**src/rtl/fetch_pkg.sv**
```systemverilog
// Shared types and constants for the instruction-fetch controller.
// Holds the fetch FSM state encoding and the PC width and defaults.
// No logic; imported by fetch_ctrl and pc_redirect_buf.
package fetch_pkg;

    localparam int              PC_W         = 32;
    localparam logic [PC_W-1:0] RESET_PC_DEF = 32'h0000_0000;
    localparam int unsigned     PC_STEP_DEF  = 4;

    typedef enum logic [1:0] {
        ST_BOOT  = 2'd0,
        ST_FETCH = 2'd1,
        ST_WAIT  = 2'd2,
        ST_HALT  = 2'd3
    } fetch_state_t;

endpackage

```
**src/rtl/pc_redirect_buf.sv**
```systemverilog
// Holds one redirect that arrived while instruction memory was not ready.
// Latency: captured value is visible on the cycle after capture.
// Backpressure: none; a new capture overwrites the held target, and capture wins over clear.
// Ports: clk/rst_n; capture + target_in load; clear drops valid; valid_out/target_out.
module pc_redirect_buf
    import fetch_pkg::*;
(
    input  logic            clk,
    input  logic            rst_n,
    input  logic            capture,
    input  logic            clear,
    input  logic [PC_W-1:0] target_in,
    output logic            valid_out,
    output logic [PC_W-1:0] target_out
);

    logic            r_valid;
    logic [PC_W-1:0] r_target;

    always_ff @(posedge clk or negedge rst_n) begin
        if (!rst_n) begin
            r_valid  <= 1'b0;
            r_target <= '0;
        end else if (capture) begin
            r_valid  <= 1'b1;
            r_target <= target_in;
        end else if (clear) begin
            r_valid  <= 1'b0;
        end
    end

    assign valid_out  = r_valid;
    assign target_out = r_target;

endmodule

```
**src/rtl/fetch_ctrl.sv**
```systemverilog
// Fetch controller: sequences the PC, issues imem requests, handles redirects and misalignment.
// Latency: all PC/stall/flush outputs are combinational from state, pending and inputs.
// Backpressure: imem_ready=0 stalls the PC and holds imem_addr; redirects seen meanwhile are buffered.
// Ports: clk/rst_n; current_pc in, next_pc/pc_stall out to the PC register;
//        hazard_stall, redirect_valid/redirect_target in; imem_req/imem_addr/imem_ready;
//        if_id_flush/id_ex_flush out; misalign_err sticky until reset.
module fetch_ctrl
    import fetch_pkg::*;
#(
    parameter logic [PC_W-1:0] RESET_PC = RESET_PC_DEF,
    parameter int unsigned     PC_STEP  = PC_STEP_DEF
) (
    input  logic            clk,
    input  logic            rst_n,
    input  logic [PC_W-1:0] current_pc,
    input  logic            hazard_stall,
    input  logic            redirect_valid,
    input  logic [PC_W-1:0] redirect_target,
    input  logic            imem_ready,
    output logic            imem_req,
    output logic [PC_W-1:0] imem_addr,
    output logic            pc_stall,
    output logic [PC_W-1:0] next_pc,
    output logic            if_id_flush,
    output logic            id_ex_flush,
    output logic            misalign_err
);

    fetch_state_t    r_state;
    fetch_state_t    w_state_nxt;
    logic            r_misalign_err;
    logic            w_set_err;
    logic            w_capture;
    logic            w_clear;
    logic            w_pend_vld;
    logic [PC_W-1:0] w_pend_tgt;
    logic            w_tgt_misaligned;

    assign w_tgt_misaligned = |redirect_target[1:0];
    assign imem_addr        = current_pc;
    assign misalign_err     = r_misalign_err;

    pc_redirect_buf u_redirect_buf (
        .clk        (clk),
        .rst_n      (rst_n),
        .capture    (w_capture),
        .clear      (w_clear),
        .target_in  (redirect_target),
        .valid_out  (w_pend_vld),
        .target_out (w_pend_tgt)
    );

    always_ff @(posedge clk or negedge rst_n) begin
        if (!rst_n) begin
            r_state        <= ST_BOOT;
            r_misalign_err <= 1'b0;
        end else begin
            r_state <= w_state_nxt;
            if (w_set_err) begin
                r_misalign_err <= 1'b1;
            end
        end
    end

    always_comb begin
        w_state_nxt = r_state;
        imem_req    = 1'b0;
        pc_stall    = 1'b1;
        next_pc     = current_pc;
        if_id_flush = 1'b0;
        id_ex_flush = 1'b0;
        w_capture   = 1'b0;
        w_clear     = 1'b0;
        w_set_err   = 1'b0;

        case (r_state)
            ST_BOOT: begin
                next_pc     = RESET_PC;
                w_state_nxt = ST_FETCH;
            end

            ST_FETCH, ST_WAIT: begin
                imem_req = 1'b1;
                if (redirect_valid) begin
                    // A fresh redirect always squashes the younger instructions,
                    // even if it cannot be taken this cycle.
                    if_id_flush = 1'b1;
                    id_ex_flush = 1'b1;
                    if (w_tgt_misaligned) begin
                        w_set_err   = 1'b1;
                        w_clear     = 1'b1;
                        w_state_nxt = ST_HALT;
                    end else if (imem_ready) begin
                        pc_stall    = 1'b0;
                        next_pc     = redirect_target;
                        w_clear     = 1'b1;
                        w_state_nxt = ST_FETCH;
                    end else begin
                        w_capture   = 1'b1;
                        w_state_nxt = ST_WAIT;
                    end
                end else if (!imem_ready) begin
                    w_state_nxt = ST_WAIT;
                end else if (w_pend_vld) begin
                    // Flush already happened when the redirect was captured.
                    pc_stall    = 1'b0;
                    next_pc     = w_pend_tgt;
                    w_clear     = 1'b1;
                    w_state_nxt = ST_FETCH;
                end else begin
                    w_state_nxt = ST_FETCH;
                    if (!hazard_stall) begin
                        pc_stall = 1'b0;
                        next_pc  = current_pc + PC_W'(PC_STEP);
                    end
                end
            end

            default: begin
                // ST_HALT: everything idle until reset.
            end
        endcase
    end

endmodule

```
**config.mk**
```make
export PLATFORM = sky130hd
export DESIGN_NAME = fetch_ctrl
export DESIGN_NICKNAME = d
export VERILOG_FILES = /design/src/rtl/fetch_pkg.sv /design/src/rtl/pc_redirect_buf.sv /design/src/rtl/fetch_ctrl.sv
export SDC_FILE = /design/constraint.sdc
export NUM_CORES = 1
export LEC_CHECK = 0
export CORE_UTILIZATION = 47
export DETAILED_ROUTE_END_ITERATION = 10
export PLACE_DENSITY = 0.85
export SETUP_SLACK_MARGIN = 0.2
export SLEW_MARGIN = 0
export SYNTH_ARGS = -nofsm -noshare
export SYNTH_HDL_FRONTEND = slang
export SYNTH_SLANG_ARGS = --single-unit
export TNS_END_PERCENT = 10
```
**constraint.sdc**
```tcl
create_clock -name clk -period 6.6 [get_ports clk]
set_input_delay 1.32 -clock clk [delete_from_list [all_inputs] [get_ports clk]]
set_output_delay 1.32 -clock clk [all_outputs]
set_load 0.02 [all_outputs]
```
==> results.toml <==
[run_status]
status = "finished, final reports clean"

[timing]
max_freq_mhz = 175
setup_tns_ns = 0
finalCritPeriodShare_pct = 86.5
slew-limit-headroom_pct = 34.3
grt_setup_unrepaired = "false"
least_margin_pin_slew_ns = 0.985
drv_slew = 0
setup-violations-final = 0
skew_ns = 0.00486
final-hold-violation-count = 0
finalCriticalPeriod_ns = 5.71

[setup_path]
worstSetupPathType = "in2out"
r2r_cells = 5
critical_path.startpoint = "current_pc[15]"
flop2flop_setup_slack_ns = 4.06
worstPathMaxFanout = 10
critPathRequiredTime_ns = 5.28
launch_instance_of_the_worst_register_to_register_path = "r_state[1]$_DFFE_PN0N_"
r2r_end = "u_redirect_buf.target_out[23]$_DFFE_PN0P_"
crit_arrival_ns = 4.39
cp-start-kind = "primary input"
setup.worst_path.end_class = "output port"

[floorplanning]
io_pins = 138
core_area_um2 = 7330
starting_density_of_the_core_pct = 49.2
dieHeight_um = 89.6
dieWidth_um = 89.6
num_rows = 31
floorplan.die_area_um2 = 8020

[hold_path]
hold_path.startpoint = "misalign_err$_DFFE_PN0P_"
cell_depth_of_the_worst_min_delay_path = 1
min_delay_worst_endpoint = "misalign_err$_DFFE_PN0P_"
min_path_type = "reg2reg"

[logic_synthesis]
post_synth_num_cell_types = 63
synth_sequential_area_ratio_pct = 25.0
synth_edf_count = 0
ys_warn_count = 0
synthFlopType = "dfrtp_1"
postSynthRegisterBits = 36
synthArstFlopShare_pct = 100
synth_area_per_cell_um2 = 8.06
syn-instance-count = 447
mappedNetlistNets = 518
syn_area_um2 = 3600

[grt]
grt_util_met2_pct = 49.0
met1_usage_pct = 40.7
gr-max-usage-layer = "met2"
grt_pass1_vias = 3906
globalRouteMet3Util_pct = 3.93
grt_antenna_before_repair = 0
grt_pass1_wl_mm = 18.8
grt_max_degree = 37
grt.overflow.total = 0
total_global_route_track_usage_pct = 30.5

[power]
share_seq_of_total_power_pct = 39.7
worst_ir_drop_vdd_v = 0.0000769
totalPowerFinal_uw = 555
leakagePower_uw = 0.00188
power.switching_fraction_pct = 31.7
p_int_uw = 379
portion_of_total_power_attributed_to_the_clock_network_pct = 27.2
comb_power_share_pct = 33.0
p_sw_uw = 176
power_density_nw_per_um2 = 115

[finish]
layout_common_cells = "clkdlybuf4s50_1 (137), dfrtp_1 (36), nor2_1 (31)"
final_design_area_no_fill_um2 = 4830
drive_above_1_share_pct = 10.4
multi_input_comb_area_um2 = 2230
final_common_cell = "clkdlybuf4s50_1"
n_fill_cell = 602
layout.area.seq_um2 = 901
area.growth.synth_to_final_pct = 34.0
antenna_diode_instance_count = 0
finish.net_count = 599

[clock_tree]
max-clock-path-buffers = 2
cts-hold-fix-buffers = 0
number_of_cts_inserted_buffers = 5
clock_sink_count = 36
insertion_delay_ns = 0.29
cts_tree = "built"
postCtsResizedCells = 0
clk_root_buffer_cell = "clkbuf_8"
cts.htree.levels = 2
clock_transition_at_the_registers_of_the_reported_paths_ns = 0.07
cts_post_setup_buffers_inserted = 0

[drt]
route.detailed.vias_per_inst = 6.74
vias = 4223
drc = 0
detail-route-antenna-nets = 0
average_wire_per_cell_in_the_routed_design_um = 19.8
firstDrtPassIters = 6
totalWireLength_mm = 12.4
detailedRoute.firstIterationViolations = 495

[placement]
gp_routability_congestion = 0.926
post-dp-hpwl_mm = 8.88
postPlaceCellArea_um2 = 4750
buffer_ports.inserted = 137

[run]
maxCapViolations = 0
per-stage QoR:
| stage | setup WS, ns | hold slack (ns) | std cells | util, % |
|---|---|---|---|---|
| after floorplan | 2.31 | 0.457 | 447 | - |
| after global placement | 1.10 | 0.470 | 620 | 64.8 |
| after detailed placement | 1.02 | 0.496 | 620 | 64.8 |
| after CTS | 1.01 | 0.512 | 627 | 65.9 |
| after global routing | 0.793 | 0.524 | 627 | 65.9 |
| final | 0.889 | 0.496 | 627 | 65.9 |
metal layers:
metal,share of wire [%],up-vias
li1,-,1850
met1,40,2004
met2,48,325
met3,9.7,44
met4,2.8,0
met5,0,-
critical path, stage by stage:
cell,delay [ns]
clkdlybuf4s50_1,0.73
nand4_2,0.31
or3_1,0.50
nor4_1,0.47
o21ai_0,0.17
a22oi_1,0.24
clkdlybuf4s50_1,0.65
worst max-delay path by stage:
stage	end	slack [ns]	depth (start not counted)
after global routing	next_pc[31]	0.79	7
after CTS	next_pc[31]	1.01	7
after global placement	next_pc[31]	1.10	7
after detailed placement	next_pc[31]	1.02	7
final	next_pc[31]	0.89	7
after floorplan	next_pc[31]	2.31	7
cell families (layout without fill, tap and decap cells):
group	Yosys count	count (layout)	synth area share [%]
AO/OA/AOI/OAI	151	151	29.5
adder cells (fa/ha/maj)	2	2	0.694
buffers and inverters	87	168	13.3
flip-flops	36	36	25.0
multiplexers	35	35	10.8
AND/OR/NAND/NOR	136	136	20.8
synth_stat cells, types with 3 or more instances:
| cell | count | area [µm²] |
|---|---|---|
| a31oi_1 | 9 | 56.3 |
| buf_4 | 34 | 255 |
| nand3_1 | 6 | 30.0 |
| a31o_2 | 3 | 26.3 |
| a22o_1 | 5 | 43.8 |
| a41oi_1 | 3 | 26.3 |
| o21a_1 | 6 | 45.0 |
| and2_1 | 3 | 18.8 |
| and4_1 | 3 | 26.3 |
| nor3_1 | 16 | 80.1 |
| nor2b_1 | 5 | 31.3 |
| o2111ai_1 | 3 | 26.3 |
| o22ai_1 | 10 | 62.6 |
| o2bb2ai_1 | 3 | 26.3 |
| a22oi_1 | 6 | 45.0 |
| buf_1 | 3 | 11.3 |
| or3_1 | 9 | 56.3 |
| a21o_1 | 3 | 22.5 |
| o211ai_1 | 7 | 52.6 |
| mux2_2 | 30 | 338 |
| nor2_1 | 31 | 116 |
| a21oi_1 | 22 | 110 |
| clkbuf_1 | 21 | 78.8 |
| a221oi_1 | 7 | 61.3 |
| nand4_1 | 13 | 81.3 |
| dfrtp_1 | 36 | 901 |
| o22a_1 | 4 | 35.0 |
| nand2_1 | 25 | 93.8 |
| buf_2 | 11 | 55.1 |
| mux2i_1 | 5 | 50.1 |
| o21ai_0 | 28 | 140 |
| o221ai_1 | 12 | 105 |
| nor4_1 | 7 | 43.8 |
| inv_1 | 14 | 52.6 |
| nand2b_1 | 3 | 18.8 |
layout make-up:
| cell class | instances | area share (%) |
|---|---|---|
| timing repair buffer | 146 | 29.8 |
| tap | 99 | 2.56 |
| sequential | 36 | 18.7 |
| inverter | 15 | 1.17 |
| multi-input combinational | 324 | 46.2 |
| clock buffer | 6 | 1.50 |
| clock inverter | 1 | 0.104 |
power groups by stage:
stage / combinational [µW] / clock (µW) / sequential, µW
floorplan: 84.6 / 0 / 225
global placement: 178 / 0 / 225
detailed placement: 180 / 0 / 225
CTS: 181 / 152 / 220
global route: 193 / 164 / 220
finish: 183 / 151 / 220
flip-flops by register name, indices dropped and copies added (netlist names):
signal,flops
misalign_err,1
r_state,2
u_redirect_buf.target_out,32
u_redirect_buf.valid_out,1
Power figures use the tool's default switching activity.
